**src/rtl/fp27_pkg.sv**
```systemverilog
// Shared FP27 definitions for the raymarch core.
// FP27 layout: [26] sign, [25:18] exponent (bias 127), [17:0] mantissa (hidden 1).
// Zero is the all-zero word; there are no denormals and no negative zero.
// Also holds the ray generator's state encoding.
package fp27_pkg;

    localparam int FP27_W        = 27;
    localparam int FP27_EXP_W    = 8;
    localparam int FP27_MAN_W    = 18;
    localparam int FP27_SIGN_BIT = 26;
    localparam int FP27_BIAS     = 127;

    typedef logic [FP27_W-1:0] fp27_t;

    localparam fp27_t FP27_ZERO = '0;
    localparam fp27_t FP27_ONE  = 27'h1FC0000;  // {0, 8'h7F, 18'h0} = 1.0

    typedef enum logic [1:0] {
        IDLE,
        RUN,
        DONE
    } raygen_state_t;

endpackage

```
**src/rtl/fp27_from_int.sv**
```systemverilog
// Exact conversion of a signed 12-bit integer, scaled by 2^-SHIFT, to FP27.
// Pure combinational; any 12-bit magnitude fits in the 18-bit mantissa.
// Ports:
//   i_val  in   12  two's complement integer
//   o_fp   out  27  FP27 value of i_val * 2^-SHIFT (0 -> 27'd0)
module fp27_from_int
    import fp27_pkg::*;
#(
    parameter int unsigned SHIFT = 9
) (
    input  logic [11:0] i_val,
    output logic [26:0] o_fp
);

    logic        neg;
    logic [11:0] mag;
    logic [3:0]  lead;
    logic [29:0] norm;
    logic [7:0]  expo;

    always_comb begin
        neg  = i_val[11];
        mag  = neg ? 12'(-i_val) : i_val;
        lead = '0;
        for (int unsigned i = 0; i < 12; i++) begin
            if (mag[i]) lead = 4'(i);
        end
        // Shift the leading one to bit 18 so bits [17:0] are the fraction.
        norm = {mag, 18'b0} >> lead;
        expo = 8'(FP27_BIAS + int'(lead) - int'(SHIFT));
        if (mag == '0) o_fp = FP27_ZERO;
        else           o_fp = {neg, expo, norm[17:0]};
    end

endmodule

```
**src/rtl/ray_dir_gen.sv**
```systemverilog
// Per-frame raster scanner emitting one unnormalized FP27 camera-space ray per pixel:
// {(x-H/2)*2^-S, (V/2-y)*2^-S, FOCAL}, with a valid/ready output handshake.
// Ports:
//   i_clk, i_reset  clock, synchronous active-high reset
//   i_start         start-of-frame pulse, honoured only in IDLE
//   i_ready         downstream accepts the current ray
//   o_valid         ray outputs valid
//   o_dir_x/y/z     FP27 direction components
//   o_pix_x/y       pixel tag of the current ray
//   o_last          current ray is pixel (H_RES-1, V_RES-1)
//   o_busy          frame in progress (RUN)
//   o_frame_done    one-cycle pulse after the last ray is accepted
module ray_dir_gen
    import fp27_pkg::*;
#(
    parameter int unsigned H_RES       = 640,
    parameter int unsigned V_RES       = 480,
    parameter int unsigned SCALE_SHIFT = 9,
    parameter logic [26:0] FOCAL       = 27'h1FC0000
) (
    input  logic        i_clk,
    input  logic        i_reset,
    input  logic        i_start,
    input  logic        i_ready,
    output logic        o_valid,
    output logic [26:0] o_dir_x,
    output logic [26:0] o_dir_y,
    output logic [26:0] o_dir_z,
    output logic [10:0] o_pix_x,
    output logic [10:0] o_pix_y,
    output logic        o_last,
    output logic        o_busy,
    output logic        o_frame_done
);

    raygen_state_t state, state_nxt;
    logic          load;
    logic          retire;
    logic          handshake;
    logic [10:0]   nxt_x, nxt_y;
    logic [11:0]   dx, dy;
    logic [26:0]   fx, fy;
    logic          nxt_last;

    assign handshake = o_valid & i_ready;

    // The output pixel tags double as the raster counters; the next pixel is
    // derived from them (or forced to (0,0) when a frame starts).
    always_comb begin
        nxt_x = '0;
        nxt_y = '0;
        if (state == RUN) begin
            if (o_pix_x == 11'(H_RES - 1)) begin
                nxt_x = '0;
                nxt_y = o_pix_y + 11'd1;
            end else begin
                nxt_x = o_pix_x + 11'd1;
                nxt_y = o_pix_y;
            end
        end
        dx       = {1'b0, nxt_x} - 12'(H_RES / 2);
        dy       = 12'(V_RES / 2) - {1'b0, nxt_y};
        nxt_last = (nxt_x == 11'(H_RES - 1)) && (nxt_y == 11'(V_RES - 1));
    end

    fp27_from_int #(.SHIFT(SCALE_SHIFT)) u_conv_x (.i_val(dx), .o_fp(fx));
    fp27_from_int #(.SHIFT(SCALE_SHIFT)) u_conv_y (.i_val(dy), .o_fp(fy));

    always_ff @(posedge i_clk) begin
        if (i_reset) state <= IDLE;
        else         state <= state_nxt;
    end

    always_comb begin
        state_nxt = state;
        load      = 1'b0;
        retire    = 1'b0;
        case (state)
            IDLE: begin
                if (i_start) begin
                    state_nxt = RUN;
                    load      = 1'b1;
                end
            end
            RUN: begin
                if (handshake) begin
                    if (o_last) begin
                        state_nxt = DONE;
                        retire    = 1'b1;
                    end else begin
                        load = 1'b1;
                    end
                end
            end
            DONE:    state_nxt = IDLE;
            default: state_nxt = IDLE;
        endcase
    end

    always_ff @(posedge i_clk) begin
        if (i_reset || retire) begin
            o_valid <= 1'b0;
            o_dir_x <= '0;
            o_dir_y <= '0;
            o_dir_z <= '0;
            o_pix_x <= '0;
            o_pix_y <= '0;
            o_last  <= 1'b0;
        end else if (load) begin
            o_valid <= 1'b1;
            o_dir_x <= fx;
            o_dir_y <= fy;
            o_dir_z <= FOCAL;
            o_pix_x <= nxt_x;
            o_pix_y <= nxt_y;
            o_last  <= nxt_last;
        end
    end

    assign o_busy       = (state == RUN);
    assign o_frame_done = (state == DONE);

endmodule
```
**config.mk**
```make
export PLATFORM = sky130hd
export DESIGN_NAME = ray_dir_gen
export DESIGN_NICKNAME = d
export VERILOG_FILES = /design/src/rtl/fp27_pkg.sv /design/src/rtl/fp27_from_int.sv /design/src/rtl/ray_dir_gen.sv
export SDC_FILE = /design/constraint.sdc
export NUM_CORES = 1
export LEC_CHECK = 0
export ABC_AREA = 1
export CORE_ASPECT_RATIO = 0.75
export CORE_MARGIN = 3
export CORE_UTILIZATION = 53
export DETAILED_ROUTE_END_ITERATION = 6
export PLACE_DENSITY = 0.81
export SLEW_MARGIN = 20
export SYNTH_ARGS = -nofsm -noshare
export SYNTH_HDL_FRONTEND = slang
export SYNTH_SLANG_ARGS = --single-unit
```
**constraint.sdc**
```tcl
create_clock -name i_clk -period 5.35 [get_ports i_clk]
set_clock_uncertainty 0.15 [all_clocks]
set_input_delay 0.535 -clock i_clk [delete_from_list [all_inputs] [get_ports i_clk]]
set_output_delay 0.535 -clock i_clk [all_outputs]
set_load 0.05 [all_outputs]
```
==> results_dict.tcl, run 1 <==
set metrics [dict create \
    die_y_um 96.3 \
    fin_nets 971 \
    hold_buffers 0 \
    min_period_over_period_pct 80.8 \
    setup_viol 0 \
    regToRegSetupSlack_ns 1.03 \
    first_iter_violations 547 \
    overflow 0 \
    cts_sinks 72 \
    syn_avg_cell_area_sq_um 6.44 \
    max-vdd-ir-drop_v 0.000199 \
    final_cell_mix "266 x nand2_1, 94 x nand3_1, 84 x clkdlybuf4s50_1, 79 x inv_1, 72 x dfxtp_1" \
    cts_setup_buffers 0 \
    power.leakage_nw 3.12 \
    route.detailed.drc 0 \
    layout_min_cycle_time_ns 4.32 \
    critPathTopFamily "simple AND/OR/NAND/NOR gates" \
    grt_max_degree 60 \
    drv_cap 0 \
    clk_pin_slew_worst_paths_ns 0.06 \
    ys_seq_area_share_pct 25.0 \
    synth-edff-count 0 \
    slew_violations 0 \
    fp.coreArea_sq_um 10500 \
    crit_path_frequent_cell "nand2_1" \
    cts_resized 0 \
    synth_flop_cell "dfxtp_1" \
    gp_congestion 0.916 \
    grt_pass1_vias 5046 \
    cts_tree "built" \
    htreeDepth 3 \
    run_status "finished, final reports clean" \
    track_usage_pct 23.9 \
    cp_max_fo 11 \
    portBuffers 84 \
    worst_skew_pair.late_latency_ns 0.34 \
    mappedNetlistArea_sq_um 5770 \
    clk_path_buf_depth 2 \
    crit_path_start_kind "register" \
    synth-seq-cells 72 \
    synthArstFlopShare_pct 0 \
    critical_path.max_stage_delay_ns 0.41 \
    ant_nets 0 \
    finalHoldViolCount 0 \
    cts_inserted_buffers 9 \
    wirelength_mm 14.4 \
    hp-class "reg2reg" \
    maxSlewHeadroom_pct 43.0 \
    final_common_cell "nand2_1" \
    syn_to_final_growth_pct 17.0 \
    ys_types 48 \
    pre_cts_ws_ns 1.12 \
    yosysWarnings 0 \
    antenna_found_initial 0 \
    critPathKind "reg2reg" \
    dp_hpwl_mm 10.8 \
    n_antenna_cell 0 \
    crit_slowest_cell "dfxtp_1" \
    fmax_mhz 231 \
    via_count 5723 \
    worstPathRequired_ns 5.47 \
    cp_num_buf_inv 4 \
    worst_pin_slew_ns 0.854 \
    die_w_um 126 \
    fp-row-count 32 \
    dieArea_sq_um 12200 \
    power.density_nw_per_um2 334 \
    dr.pass1.iters 5 \
    grt_pass1_wl_mm 24.1 \
    worstPathArrival_ns 4.44 \
    drive_above_1_share_pct 13.5 \
    endpoint_kind "register" \
    io_pins 111 \
    syn_inst 895 \
    layout_setup_ws_ns 1.03 \
    routed_via_density 5.23 \
    rsz0062_at_grt "no" \
    wl_per_cell_um 13.2 \
    tns_ns 0 \
    start_util_pct 55.2 \
    clk_root_buffer_cell "clkbuf_16" \
]
-- kinds of logic after synthesis --
| kind of cell | Yosys count | synth area share (%) |
|---|---|---|
| buffers and inverters | 168 | 14.2 |
| adders and majority gates | 14 | 3.04 |
| AOI/OAI and AO/OA | 114 | 11.0 |
| DFF | 72 | 25.0 |
| xor gates and xnor gates | 15 | 3.38 |
| and+or+nand+nor | 511 | 43.3 |
| other | 1 | 0.0650 |
-- cell usage after synthesis (3+ instances only) --
master    number  share of area, %
clkbuf_1      16               1.0
ha_1          14               3.0
nand2_1      267                17
xor2_2         3              0.85
nand3_2        7               1.2
buf_6          3              0.59
nor2_1        50               3.3
nand2_4        8               1.6
nand3_1       94               8.2
inv_2         23               1.5
xnor2_2        3              0.85
o21ai_0       31               2.7
nand4_1       21               2.3
nor2_4         8               1.6
o21ai_2        5              0.76
nand3_4        5               1.5
xor2_1         6              0.91
nand3b_1       3              0.39
inv_1         80               5.2
nor2_2         8              0.87
nand2_2       26               2.8
a21oi_1       64               5.6
nor3_1         4              0.35
o21ai_1        4              0.35
dfxtp_1       72                25
buf_2          4              0.35
buf_4         39               5.1
-- tightest hold or removal path, delay by kind of cell (launching register included) --
| family | cells | cell delay [ns] |
|---|---|---|
| DFF | 1 | 0.30 |
| and+or+nand+nor | 2 | 0.09 |
-- path summary, 6_finish.rpt --
path / start / to / cells after the start
worst max register to register: o_pix_x[0] / o_dir_y[23] / 26
worst max-delay path: o_pix_x[0] / o_dir_y[23] / 26
worst min register to register: o_dir_y[7] / o_dir_y[7] / 2
worst min-delay path: o_dir_y[7] / o_dir_y[7] / 2
-- where the power goes --
group          internal [W]  switching [W]
registers          0.000592      0.0000476
clock network      0.000339       0.000234
logic              0.000313       0.000731
total               0.00124        0.00101
-- registers in the layout (all words and copies together) (netlist names) --
register and flops:
o_dir_z 1, o_dir_y 23, o_dir_x 23, o_pix_y 11
state 2, o_pix_x 11, o_last 1
-- per-stage QoR --
| step | util (%) | cell area (sq um) | cells | hold WS (ns) | power [W] |
|---|---|---|---|---|---|
| finish | 64.6 | 6750 | 1094 | 0.284 | 0.00226 |
| floorplan | - | 5860 | 920 | 0.369 | 0.00149 |
| CTS | 64.6 | 6750 | 1094 | 0.288 | 0.00226 |
| global placement | 61.9 | 6460 | 1078 | 0.275 | 0.00168 |
| detailed placement | 61.9 | 6460 | 1078 | 0.277 | 0.00168 |
| global route | 64.6 | 6750 | 1094 | 0.298 | 0.00239 |
-- cell type report --
cell class | count | area [sq um]
Tap cell | 136 | 170
Clock buffer | 12 | 256
Fill cell | 973 | 3700
Multi-Input combinational cell | 680 | 3600
Timing Repair Buffer | 86 | 856
Inverter | 104 | 393
Sequential cell | 72 | 1440
Clock inverter | 4 | 28.8
-- layer usage --
metal | routed length (um) | up-vias | share of wire (%) | global-route usage (%)
li1 | - | 2935 | - | -
met1 | 6980 | 2590 | 48 | 33.5
met2 | 6530 | 181 | 45 | 38.3
met3 | 748 | 17 | 5.2 | 3.44
met4 | 163 | 0 | 1.1 | 7.14
met5 | 0 | - | 0 | 0
Power figures use the tool's default switching activity.
==> run 2, diff against run 1 <==
- clock period: 5.35 -> 4.3 ns (I/O delays scaled with it)
==> results_dict.tcl, run 2 (synthesis gave the netlist of run 1 again) <==
set metrics [dict create \
    critPathKind "reg2reg" \
    busiest_layer "met2" \
    cts_inserted_buffers 9 \
    r2r_start "o_pix_x[1]" \
    regToRegSetupSlack_ns 0.36 \
    final_common_cell "nand2_1" \
    grt_use_met2_pct 38.7 \
    overflow 0 \
    track_usage_pct 24.3 \
    power.density_nw_per_um2 428 \
    fp.coreArea_sq_um 10500 \
    grt_pass1_vias 5165 \
    crit_slowest_cell "dfxtp_1" \
    route.detailed.drc 0 \
    tns_ns 0 \
    slew_violations 0 \
    final_util_pct 65.9 \
    grt_max_degree 47 \
    crit_path_start_kind "register" \
    cp-startpoint "o_pix_x[1]" \
    gp_congestion 0.942 \
    worstPathArrival_ns 4.06 \
    dr.pass1.iters 5 \
    maxSlewHeadroom_pct 42.8 \
    max-vdd-ir-drop_v 0.000232 \
    grt_pass1_wl_mm 24.6 \
    start_util_pct 55.2 \
    hp-start "o_dir_y[7]" \
    htreeDepth 3 \
    wirelength_mm 14.8 \
    routed_via_density 5.31 \
    portBuffers 84 \
    die_y_um 96.3 \
    grtUsageMet1_pct 33.8 \
    dieArea_sq_um 12200 \
    dp_hpwl_mm 10.9 \
    final_cell_mix "266 x nand2_1, 94 x nand3_1, 84 x clkdlybuf4s50_1, 79 x inv_1, 71 x dfxtp_1" \
    cts_sinks 72 \
    worstPathRequired_ns 4.42 \
    clk_pin_slew_worst_paths_ns 0.06 \
    critPathTopFamily "simple AND/OR/NAND/NOR gates" \
    endpoint_kind "register" \
    fmax_mhz 254 \
    n_antenna_cell 0 \
    clk_path_buf_depth 2 \
    critical_path.max_stage_delay_ns 0.37 \
    layout_min_cycle_time_ns 3.94 \
    first_iter_violations 525 \
    syn_to_final_growth_pct 19.4 \
    power.leakage_nw 3.20 \
    fin_nets 979 \
    drive_above_1_share_pct 14.8 \
    hold_buffers 0 \
    crit_path_frequent_cell "nor2_4" \
    io_pins 111 \
    hp-class "reg2reg" \
    cp_max_fo 9 \
    fp-row-count 32 \
    setup_viol 0 \
    cp_cell_sequence "ha_2, nand3_4, nor2_8, buf_4, buf_4, nand4_1, nand3_1, inv_1, nand2_2, and2_4, nand2_4, nor2_4, xor2_2, nor2_4, nand2_1, inv_1, nor2_4, inv_2, ha_1, or2_2, a21oi_1" \
    cp_num_buf_inv 5 \
    drv_cap 0 \
    clk_root_buffer_cell "clkbuf_16" \
    antenna_found_initial 0 \
    worst_pin_slew_ns 0.855 \
    cts_tree "built" \
    finalHoldViolCount 0 \
    rsz0062_at_grt "yes" \
    reg.largest.list "o_dir_x: 23 flops, o_dir_y: 23 flops" \
    run_status "finished, final reports clean" \
    wl_per_cell_um 13.5 \
    ant_nets 0 \
    worst_skew_pair.late_latency_ns 0.34 \
    via_count 5856 \
    die_w_um 126 \
    min_period_over_period_pct 91.7 \
    met3_usage_pct 5.38 \
]
==> run 2: layer usage <==
layer  routed length [um]  up-vias
li1                     -     2952
met1                 6860     2662
met2                 6840      221
met3                  936       21
met4                  189        0
met5                    0        -
==> run 2: through the flow <==
| stage | instances | hold WS [ns] | instance area (sq um) | power, W | setup slack [ns] |
|---|---|---|---|---|---|
| 2_1_floorplan | 920 | 0.349 | 5860 | 0.00185 | 0.114 |
| 3_3_place_gp | 1083 | 0.279 | 6500 | 0.00210 | 0.261 |
| 3_5_place_dp | 1083 | 0.285 | 6500 | 0.00211 | 0.100 |
| 4_1_cts | 1099 | 0.295 | 6820 | 0.00292 | 0.0773 |
| 5_1_grt | 1102 | 0.309 | 6890 | 0.00312 | -0.0476 |
| 6_report | 1102 | 0.292 | 6890 | 0.00294 | 0.356 |
==> run 2: area by class of cell <==
class	instances	area, sq um
repair buffers	94	916
multi-input cells	680	3640
well taps	136	170
flip-flops and latches	72	1440
clock buffers	9	225
fillers	900	3560
inverters	104	395
clock inverters	7	95.1
==> run 2: worst paths after layout <==
| check | end | cells after the start |
|---|---|---|
| max | o_dir_x[20] | 21 |
| min reg2reg | o_dir_y[7] | 2 |
| max reg2reg | o_dir_x[20] | 21 |
| min | o_dir_y[7] | 2 |
==> run 2: worst register-to-register path, stage by stage (launching register included) <==
cell and delay [ns]:
dfxtp_1 0.37, ha_2 0.24, nand3_4 0.13, nor2_8 0.18, buf_4 0.14, buf_4 0.11
nand4_1 0.12, nand3_1 0.24, inv_1 0.11, nand2_2 0.12, and2_4 0.19, nand2_4 0.11
nor2_4 0.12, xor2_2 0.28, nor2_4 0.08, nand2_1 0.14, inv_1 0.09, nor2_4 0.20
inv_2 0.06, ha_1 0.28, or2_2 0.29, a21oi_1 0.12
==> run 2: what timing repair did <==
| item | CTS | global route |
|---|---|---|
| endpoints found under the hold margin | 0 | 0 |
| buffers inserted | 0 | 3 |
| setup endpoints to repair | 0 | 18 |
| resized for setup | 0 | 10 |
==> run 2: report_power, final <==
part	switching (W)	internal [W]
clock	0.000311	0.000509
combinational	0.000928	0.000402
sequential	0.0000586	0.000737
total	0.00130	0.00165
